## config.mk

```make
export PLATFORM = sky130hd
export DESIGN_NAME = rx_sync_ctrl_flat
export DESIGN_NICKNAME = d
export VERILOG_FILES = /design/src/rtl/rx_sync_pkg.sv /design/src/rtl/rx_sync_ctrl_if.sv /design/src/rtl/rx_lane_align.sv /design/src/rtl/rx_sync_ctrl.sv /design/src/flat_wrapper.sv
export SDC_FILE = /design/constraint.sdc
export NUM_CORES = 1
export LEC_CHECK = 0
export CORE_MARGIN = 2
export CORE_UTILIZATION = 40
export CTS_CLUSTER_SIZE = 16
export DETAILED_ROUTE_END_ITERATION = 6
export HOLD_SLACK_MARGIN = 0.05
export SLEW_MARGIN = 20
export SYNTH_ARGS = -nofsm -noshare
export SYNTH_HDL_FRONTEND = slang
export SYNTH_SLANG_ARGS = --single-unit
```

## constraint.sdc

```tcl
create_clock -name clk -period 1.39 [get_ports clk]
set_input_delay 0.139 -clock clk [delete_from_list [all_inputs] [get_ports clk]]
set_output_delay 0.139 -clock clk [all_outputs]
set_load 0.02 [all_outputs]
```

## src/rtl/rx_sync_pkg.sv

```systemverilog
// Shared lane state encoding and default comma byte
// for the two-lane serial byte aligner.
package rx_sync_pkg;

  typedef enum logic [1:0] {
    SEARCH  = 2'd0,
    LOCKING = 2'd1,
    ACTIVE  = 2'd2
  } lane_st_t;

  localparam logic [7:0] COM_DEF = 8'hBC;

endpackage

```

## src/rtl/rx_sync_ctrl_if.sv

```systemverilog
// Serial inputs and aligned byte outputs of rx_sync_ctrl.
// master: stimulus side; slave: aligner side.
interface rx_sync_ctrl_if;

  logic       enable;
  logic       D_0;
  logic       D_1;
  logic [7:0] data_out_0;
  logic [7:0] data_out_1;
  logic       valid_out_0;
  logic       valid_out_1;
  logic       active;

  modport master (
    output enable, D_0, D_1,
    input  data_out_0, data_out_1,
    input  valid_out_0, valid_out_1,
    input  active
  );

  modport slave (
    input  enable, D_0, D_1,
    output data_out_0, data_out_1,
    output valid_out_0, valid_out_1,
    output active
  );

endinterface

```

## src/rtl/rx_lane_align.sv

```systemverilog
// One lane: shift register, bit/comma counters, SEARCH/LOCKING/ACTIVE FSM.
// Ports: i_enable, i_d serial bit; o_data last byte, o_hit data boundary, o_active.
module rx_lane_align
  import rx_sync_pkg::*;
#(
  parameter int         LOCK_COUNT = 4,
  parameter logic [7:0] COM        = COM_DEF
) (
  input  logic       clk,
  input  logic       reset,
  input  logic       i_enable,
  input  logic       i_d,
  output logic [7:0] o_data,
  output logic       o_hit,
  output logic       o_active
);

  localparam int CW = $clog2(LOCK_COUNT + 1);
  localparam logic [CW-1:0] LC = CW'(LOCK_COUNT);

  // Only 7 history bits are stored; the byte is
  // completed by the bit arriving this cycle.
  logic [6:0]    r_sr;
  logic [7:0]    r_data;
  logic [2:0]    r_bit;
  logic [CW-1:0] r_com;
  lane_st_t      r_st;
  lane_st_t      w_nst;
  logic [7:0]    w_byte;
  logic          w_com;
  logic          w_bnd;
  logic [CW-1:0] w_com_inc;

  assign w_byte    = {r_sr, i_d};
  assign w_com     = (w_byte == COM);
  assign w_bnd     = (r_bit == 3'd7);
  assign w_com_inc = (r_com == LC) ? r_com
                                   : r_com + 1'b1;
  assign o_data    = r_data;

  always_ff @(posedge clk or negedge reset) begin
    if (!reset) r_st <= SEARCH;
    else        r_st <= w_nst;
  end

  always_comb begin
    w_nst = r_st;
    if (!i_enable) begin
      w_nst = SEARCH;
    end else begin
      unique case (r_st)
        SEARCH: begin
          if (w_com)
            w_nst = (LOCK_COUNT <= 1) ? ACTIVE
                                      : LOCKING;
        end
        LOCKING: begin
          if (w_bnd) begin
            if (!w_com)            w_nst = SEARCH;
            else if (w_com_inc == LC) w_nst = ACTIVE;
          end
        end
        ACTIVE:  w_nst = ACTIVE;
        default: w_nst = SEARCH;
      endcase
    end
  end

  always_comb begin
    o_active = (r_st == ACTIVE);
    o_hit    = i_enable && o_active
               && w_bnd && !w_com;
  end

  always_ff @(posedge clk or negedge reset) begin
    if (!reset) begin
      r_sr   <= '0;
      r_data <= '0;
      r_bit  <= '0;
      r_com  <= '0;
    end else begin
      r_sr <= w_byte[6:0];
      if (o_hit) r_data <= w_byte;
      if (!i_enable || r_st == SEARCH) begin
        // A comma found while searching defines
        // the byte boundary: phase restarts at 0.
        r_bit <= '0;
        r_com <= (i_enable && w_com) ? CW'(1) : '0;
      end else begin
        r_bit <= r_bit + 3'd1;
        if (r_st == LOCKING && w_bnd)
          r_com <= w_com ? w_com_inc : '0;
      end
    end
  end

endmodule

```

## src/rtl/rx_sync_ctrl.sv

```systemverilog
// Two-lane comma aligner: lanes lock independently, strobes gated by active.
// Ports: clk, reset (async, low), bus (slave: enable, D_n in; data/valid/active out).
module rx_sync_ctrl
  import rx_sync_pkg::*;
#(
  parameter int         LOCK_COUNT = 4,
  parameter logic [7:0] COM        = COM_DEF
) (
  input  logic           clk,
  input  logic           reset,
  rx_sync_ctrl_if.slave  bus
);

  logic       w_hit0;
  logic       w_hit1;
  logic       w_act0;
  logic       w_act1;
  logic [7:0] w_data0;
  logic [7:0] w_data1;
  logic       r_active;
  logic       r_v0;
  logic       r_v1;

  rx_lane_align #(
    .LOCK_COUNT (LOCK_COUNT),
    .COM        (COM)
  ) u_lane0 (
    .clk      (clk),
    .reset    (reset),
    .i_enable (bus.enable),
    .i_d      (bus.D_0),
    .o_data   (w_data0),
    .o_hit    (w_hit0),
    .o_active (w_act0)
  );

  rx_lane_align #(
    .LOCK_COUNT (LOCK_COUNT),
    .COM        (COM)
  ) u_lane1 (
    .clk      (clk),
    .reset    (reset),
    .i_enable (bus.enable),
    .i_d      (bus.D_1),
    .o_data   (w_data1),
    .o_hit    (w_hit1),
    .o_active (w_act1)
  );

  // Strobes use the pre-edge active, so bytes a
  // faster lane completes before active rises drop.
  always_ff @(posedge clk or negedge reset) begin
    if (!reset) begin
      r_active <= 1'b0;
      r_v0     <= 1'b0;
      r_v1     <= 1'b0;
    end else begin
      r_active <= bus.enable && w_act0 && w_act1;
      r_v0     <= bus.enable && w_hit0 && r_active;
      r_v1     <= bus.enable && w_hit1 && r_active;
    end
  end

  assign bus.data_out_0  = w_data0;
  assign bus.data_out_1  = w_data1;
  assign bus.valid_out_0 = r_v0;
  assign bus.valid_out_1 = r_v1;
  assign bus.active      = r_active;

endmodule

```

## src/flat_wrapper.sv

```systemverilog
// flat-port wrapper written by rule: the top's interface ports become plain ports
module rx_sync_ctrl_flat import rx_sync_pkg::*;
#(
  parameter int         LOCK_COUNT = 4,
  parameter logic [7:0] COM        = COM_DEF
)
  (clk, reset, bus_enable, bus_D_0, bus_D_1, bus_data_out_0, bus_data_out_1, bus_valid_out_0, bus_valid_out_1, bus_active);
  rx_sync_ctrl_if bus_i ();
  input  logic clk;
  input  logic reset;
  input wire logic [$bits(bus_i.enable)-1:0] bus_enable;
  input wire logic [$bits(bus_i.D_0)-1:0] bus_D_0;
  input wire logic [$bits(bus_i.D_1)-1:0] bus_D_1;
  output wire logic [$bits(bus_i.data_out_0)-1:0] bus_data_out_0;
  output wire logic [$bits(bus_i.data_out_1)-1:0] bus_data_out_1;
  output wire logic [$bits(bus_i.valid_out_0)-1:0] bus_valid_out_0;
  output wire logic [$bits(bus_i.valid_out_1)-1:0] bus_valid_out_1;
  output wire logic [$bits(bus_i.active)-1:0] bus_active;
  assign bus_i.enable = bus_enable;
  assign bus_i.D_0 = bus_D_0;
  assign bus_i.D_1 = bus_D_1;
  assign bus_data_out_0 = bus_i.data_out_0;
  assign bus_data_out_1 = bus_i.data_out_1;
  assign bus_valid_out_0 = bus_i.valid_out_0;
  assign bus_valid_out_1 = bus_i.valid_out_1;
  assign bus_active = bus_i.active;
  rx_sync_ctrl #(.LOCK_COUNT(LOCK_COUNT), .COM(COM)) u_core (.clk(clk), .reset(reset), .bus(bus_i));
endmodule
```

# Word level (Yosys, flattened, before mapping)
# Index checks and enable logic that the tools add are counted.
# classes
n_eq_ne,18
mux,24
n_shift,0
n_mul,0
n_addsub,4
n_bitwise,0
div_mod_pow,0
magnitude_cmp,0
n_reduce_logical,26
# op_table
cell,count
2-to-1 mux 3 bit,10
2-to-1 mux 2 bit,10
"equality test 3 bit, second input constant",6
"equality test 8 bit, second input constant",2
logical AND 1 bit,15
"adder 3 x 1 -> 3 bit, second input constant",4
"inequality test 3 bit, second input constant",4
one-hot mux 2 bit (3 select lines),2
"inequality test 4 bit, second input constant",2
AND reduction 3 bit,2
"equality test 2 x 1 -> 1 bit, second input constant",2
"equality test 2 bit, second input constant",2
zero test 2 bit,2
nonzero test 2 bit,2
zero test 1 bit,3
logical OR 1 bit,2
2-to-1 mux 1 bit,2
# word_totals
wordCells,85
rom_bits,0
ramBits,0
latchBits,0
output_inout_bits,19
n_memories,0
reg_bits,49
inputBits,5

# Logic depth before layout (Yosys ltp)
# logic_depth
ltp_word,8
depth_mapped,6
mapped_depth_nobuf,6

# Modules after synthesis
# A second synthesis with hierarchy kept.
# hier_totals
hier_cells,149
area_unflattened_um2,2039.5
# by_module_without_submodules
module,cells_per_inst,seq_area_each_um2,instances,area_each_um2
rx_lane_align at u_core.u_lane1,72,575.6,1,979.7
rx_lane_align at u_core.u_lane0,71,575.6,1,965.9
rx_sync_ctrl,6,75.1,1,93.8

# Worst setup path before layout
# No wires, ideal clock.
# synth_path
kind,register -> register
startpoint,reg u_core.u_lane0.r_sr[5]
endpoint,"reg u_core.u_lane0.r_data[0], in the netlist u_core.u_lane0.o_data[0]"
path_stages_with_launch,5
required_ns,1.265
setup_time_ns,0.125
n_path_buf,0
synth_period_minus_slack_ns,1.464
slack_ns,-0.074
t_arrival_ns,1.339
path_cell_list,dfrtp_1 nand4b_1 nor4_4 nor2_4 mux2_2
# synth_via
elab_chain_len,3
# synth_rtl
element,line,rtl
"start, declared",rx_lane_align.sv:23,logic [6:0] r_sr;
"start signal, assigned",rx_lane_align.sv:82,r_sr <= w_byte[6:0];
equality test 8 bit,rx_lane_align.sv:35,assign w_com = (w_byte == COM);
zero test 1 bit,rx_lane_align.sv:72,&& w_bnd && !w_com;
logical AND 1 bit,rx_lane_align.sv:72,
"end signal, assigned",rx_lane_align.sv:83,if (o_hit) r_data <= w_byte;
"end, declared",rx_lane_align.sv:24,logic [7:0] r_data;
# No other way between the ends.
# A chain may end at the register's enable or synchronous reset.

# Final worst setup path
# layout_path
startpoint,reg u_core.u_lane0.r_sr[5]
endpoint,"reg u_core.u_lane0.r_data[7], in the netlist u_core.u_lane0.o_data[7]"
# Same word-level chain as after synthesis.

==> flow_summary.toml <==
[outcome]
outcome = "complete, but fails checks"
violations = "negative setup slack"

[critical_path]
cp-start-kind = "flop"
worstReg2RegEnd = "u_core.u_lane0.o_data[7]"
crit_family = "simple AND/OR/NAND/NOR gates"
cp-end-kind = "flop"
worst_path_max_delay_cell = "dfrtp_1"
cp_cell_sequence = "nand4b_1 > nor4_4 > buf_4 > nor2_4 > mux2_4"
cp_num_buf_inv = 1
r2r_start = "u_core.u_lane0.r_sr[5]"
cp.depth = 5
crit_arrival_ns = 1.64
path_max_fanout = 5
max_stage_delay_ns = 0.39
worstRegToRegCells = 5
crit_type = "reg -> reg"
crit_required_ns = 1.57
r2r_slack_ns = -0.07

[timing]
worst_slew_pin_slew_ns = 0.310
layout_setup_ws_ns = -0.0731
finalMaxSlewViolations = 0
slew_headroom = 0.794
setup_viol = 20
grt_setup_unrepaired = "yes"
final.setup.tns_ns = -0.816
hold_violations = 0
fin_skew_ns = 0.00609
max_freq_ghz = 0.683
min_period_ns = 1.46
period_share = 1.05

[die]
start_util = 0.419
dieHeight_um = 74.8
io_pins = 24
fp.dieW_um = 74.8
dieArea_mm2 = 0.00560
core_area_mm2 = 0.00479
floorplan.rows = 25

[layout]
drive_gt1_frac = 0.433
mostFrequentLayoutCells = "dfrtp_1 (48), buf_4 (28), dlygate4sd2_1 (18)"
final_nets = 227
layout_commonest_cell = "dfrtp_1"
diodes = 0
utilization = 0.596
syn_to_final_growth_pct = 42.0
design_area_mm2 = 0.00285

[routing]
via_per_inst = 4.96
drtAntennaViolNets = 0
dr.pass1.iters = 3
wl_um = 4180
drt_iter0_drc = 108
dr_total_vias = 1399
drc = 0
wl_per_cell_um = 14.8

[power]
ir_drop_mv = 0.540
power_mw = 2.36
p_leak_nw = 1.47
p_per_area_mw_per_mm2 = 827

[cts]
clock_latency_ns = 0.29
cts.htree.levels = 2
cts_buffers = 5
cts_tree = "done"
cts_sinks = 49
clkTransAtPathRegs_ns = 0.09
clock_path_buffers = 2
root_buffer = "clkbuf_8"

[global_route]
grt_max_degree = 50
grt-ovfl-total = 0
grt_pass1_vias = 1460
grt_usage = 0.167
grt_pass1_wl_um = 6940
antenna_found_initial = 0

[synth]
synth_top_area_frac = 0.611
synth-seq-area-share = 0.611
synth_area_per_cell_um2 = 13.4
ys_types = 30
yosys_warnings = 0
syn-instance-count = 150
synth_top_area_cell = "dfrtp_1"
synth_fp_nets = 163
synthTopCellsByArea = "dfrtp_1 (61%), mux2_2 (9.0%), ha_1 (5.0%)"
synth_seq_cells = 49
synth_area_mm2 = 0.00201

[placed_design]
dpl_worst_slack_ns = -0.322
placed_area_mm2 = 0.00250
globalplace.congestion = 0.783
io_buffers = 23
place_hpwl_um = 2710

[flow_run]
timing.max_cap.violations = 0

[min_path]
hp-class = "in -> async"
-- synth_stat cells --
cell	number
o211ai_1	1
and2_2	1
buf_2	1
nor2b_1	6
nor4_4	2
a21boi_0	2
dfrtp_1	49
ha_1	8
a41o_1	1
and3_1	1
nand4_1	3
o32ai_1	2
a21oi_1	4
a211o_2	1
nand3b_1	1
and3b_1	4
o21a_1	2
and2_1	5
nand4b_1	2
o22ai_1	1
nand3_1	2
inv_1	6
o211a_1	2
nor2_4	2
o2bb2ai_1	1
mux2_2	16
nor2_1	2
a41o_2	1
nand2_1	14
o21ai_0	7
-- registers in the layout, indices dropped and copies added, names as in the netlist, 2 cells and up --
register,flops
u_core.u_lane0.o_data,8
u_core.u_lane0.r_bit,3
u_core.u_lane0.r_com,3
u_core.u_lane0.r_sr,7
u_core.u_lane0.r_st,2
u_core.u_lane1.o_data,8
u_core.u_lane1.r_bit,3
u_core.u_lane1.r_com,3
u_core.u_lane1.r_sr,7
u_core.u_lane1.r_st,2
-- logic make-up (layout without fill, tap and decap cells) --
family          after synthesis  in the layout  share of synthesized area
flops                        49             49                      0.611
simple gates                 45             47                      0.148
compound gates               25             25                     0.0879
mux                          16             16                     0.0898
fa+ha+maj                     8              8                     0.0499
buf+inv                       7             70                     0.0137
-- report_power, final --
part / switching, mW / total (mW) / internal (mW) / leakage, nW
sequential: 0.0160 / 1.46 / 1.45 / 0.651
combinational: 0.0528 / 0.0970 / 0.0442 / 0.784
clock: 0.443 / 0.799 / 0.357 / 0.0385
-- worst max path at each step --
stage                                  startpoint                        to  slack (ns)
after CTS                 u_core.u_lane0.r_bit[0]  u_core.u_lane0.o_data[2]       -0.07
final                      u_core.u_lane0.r_sr[5]  u_core.u_lane0.o_data[7]       -0.07
after global placement                 bus_enable  u_core.u_lane0.o_data[1]       -0.31
after global routing       u_core.u_lane1.r_sr[5]   u_core.u_lane1.r_com[0]       -0.13
after detailed placement               bus_enable  u_core.u_lane0.o_data[7]       -0.32
after floorplan            u_core.u_lane0.r_sr[5]  u_core.u_lane0.o_data[0]       -0.07
-- tightest hold or removal path: cells and delay by family --
family                 cells  cell delay, ns
buffers and inverters      3            0.89
-- metrics by stage --
stage          std cells  hold WS [ns]
6_report             282         0.350
5_1_grt              282         0.392
4_1_cts              280         0.355
3_5_place_dp         262         0.145
3_3_place_gp         262         0.140
2_1_floorplan        150        -0.157
-- area by class of cell --
cell class / instances / area, um2
inverter: 6 / 22.5
multi-input combinational: 96 / 953
timing repair buffer: 56 / 479
clock buffer: 7 / 76.3
sequential: 49 / 1230
clock inverter: 1 / 7.51
tap: 67 / 83.8
fill: 424 / 1940
-- layer usage --
metal / track usage / vias up / part of all wire
met5: 0 / - / 0
met3: 0.0361 / 6 / 0.022
met1: 0.222 / 704 / 0.46
met4: 0.0536 / 0 / 0.011
met2: 0.274 / 19 / 0.51
li1: - / 670 / -
-- repair_timing --
action	CTS	global route
pin swaps	15	14
endpoints found under the setup margin	44	27
hold endpoints to repair	49	0
gates cloned	2	0
hold buffers	1	0
buffers inserted	7	2
gates resized for setup	46	21
Power figures use the tool's default switching activity.
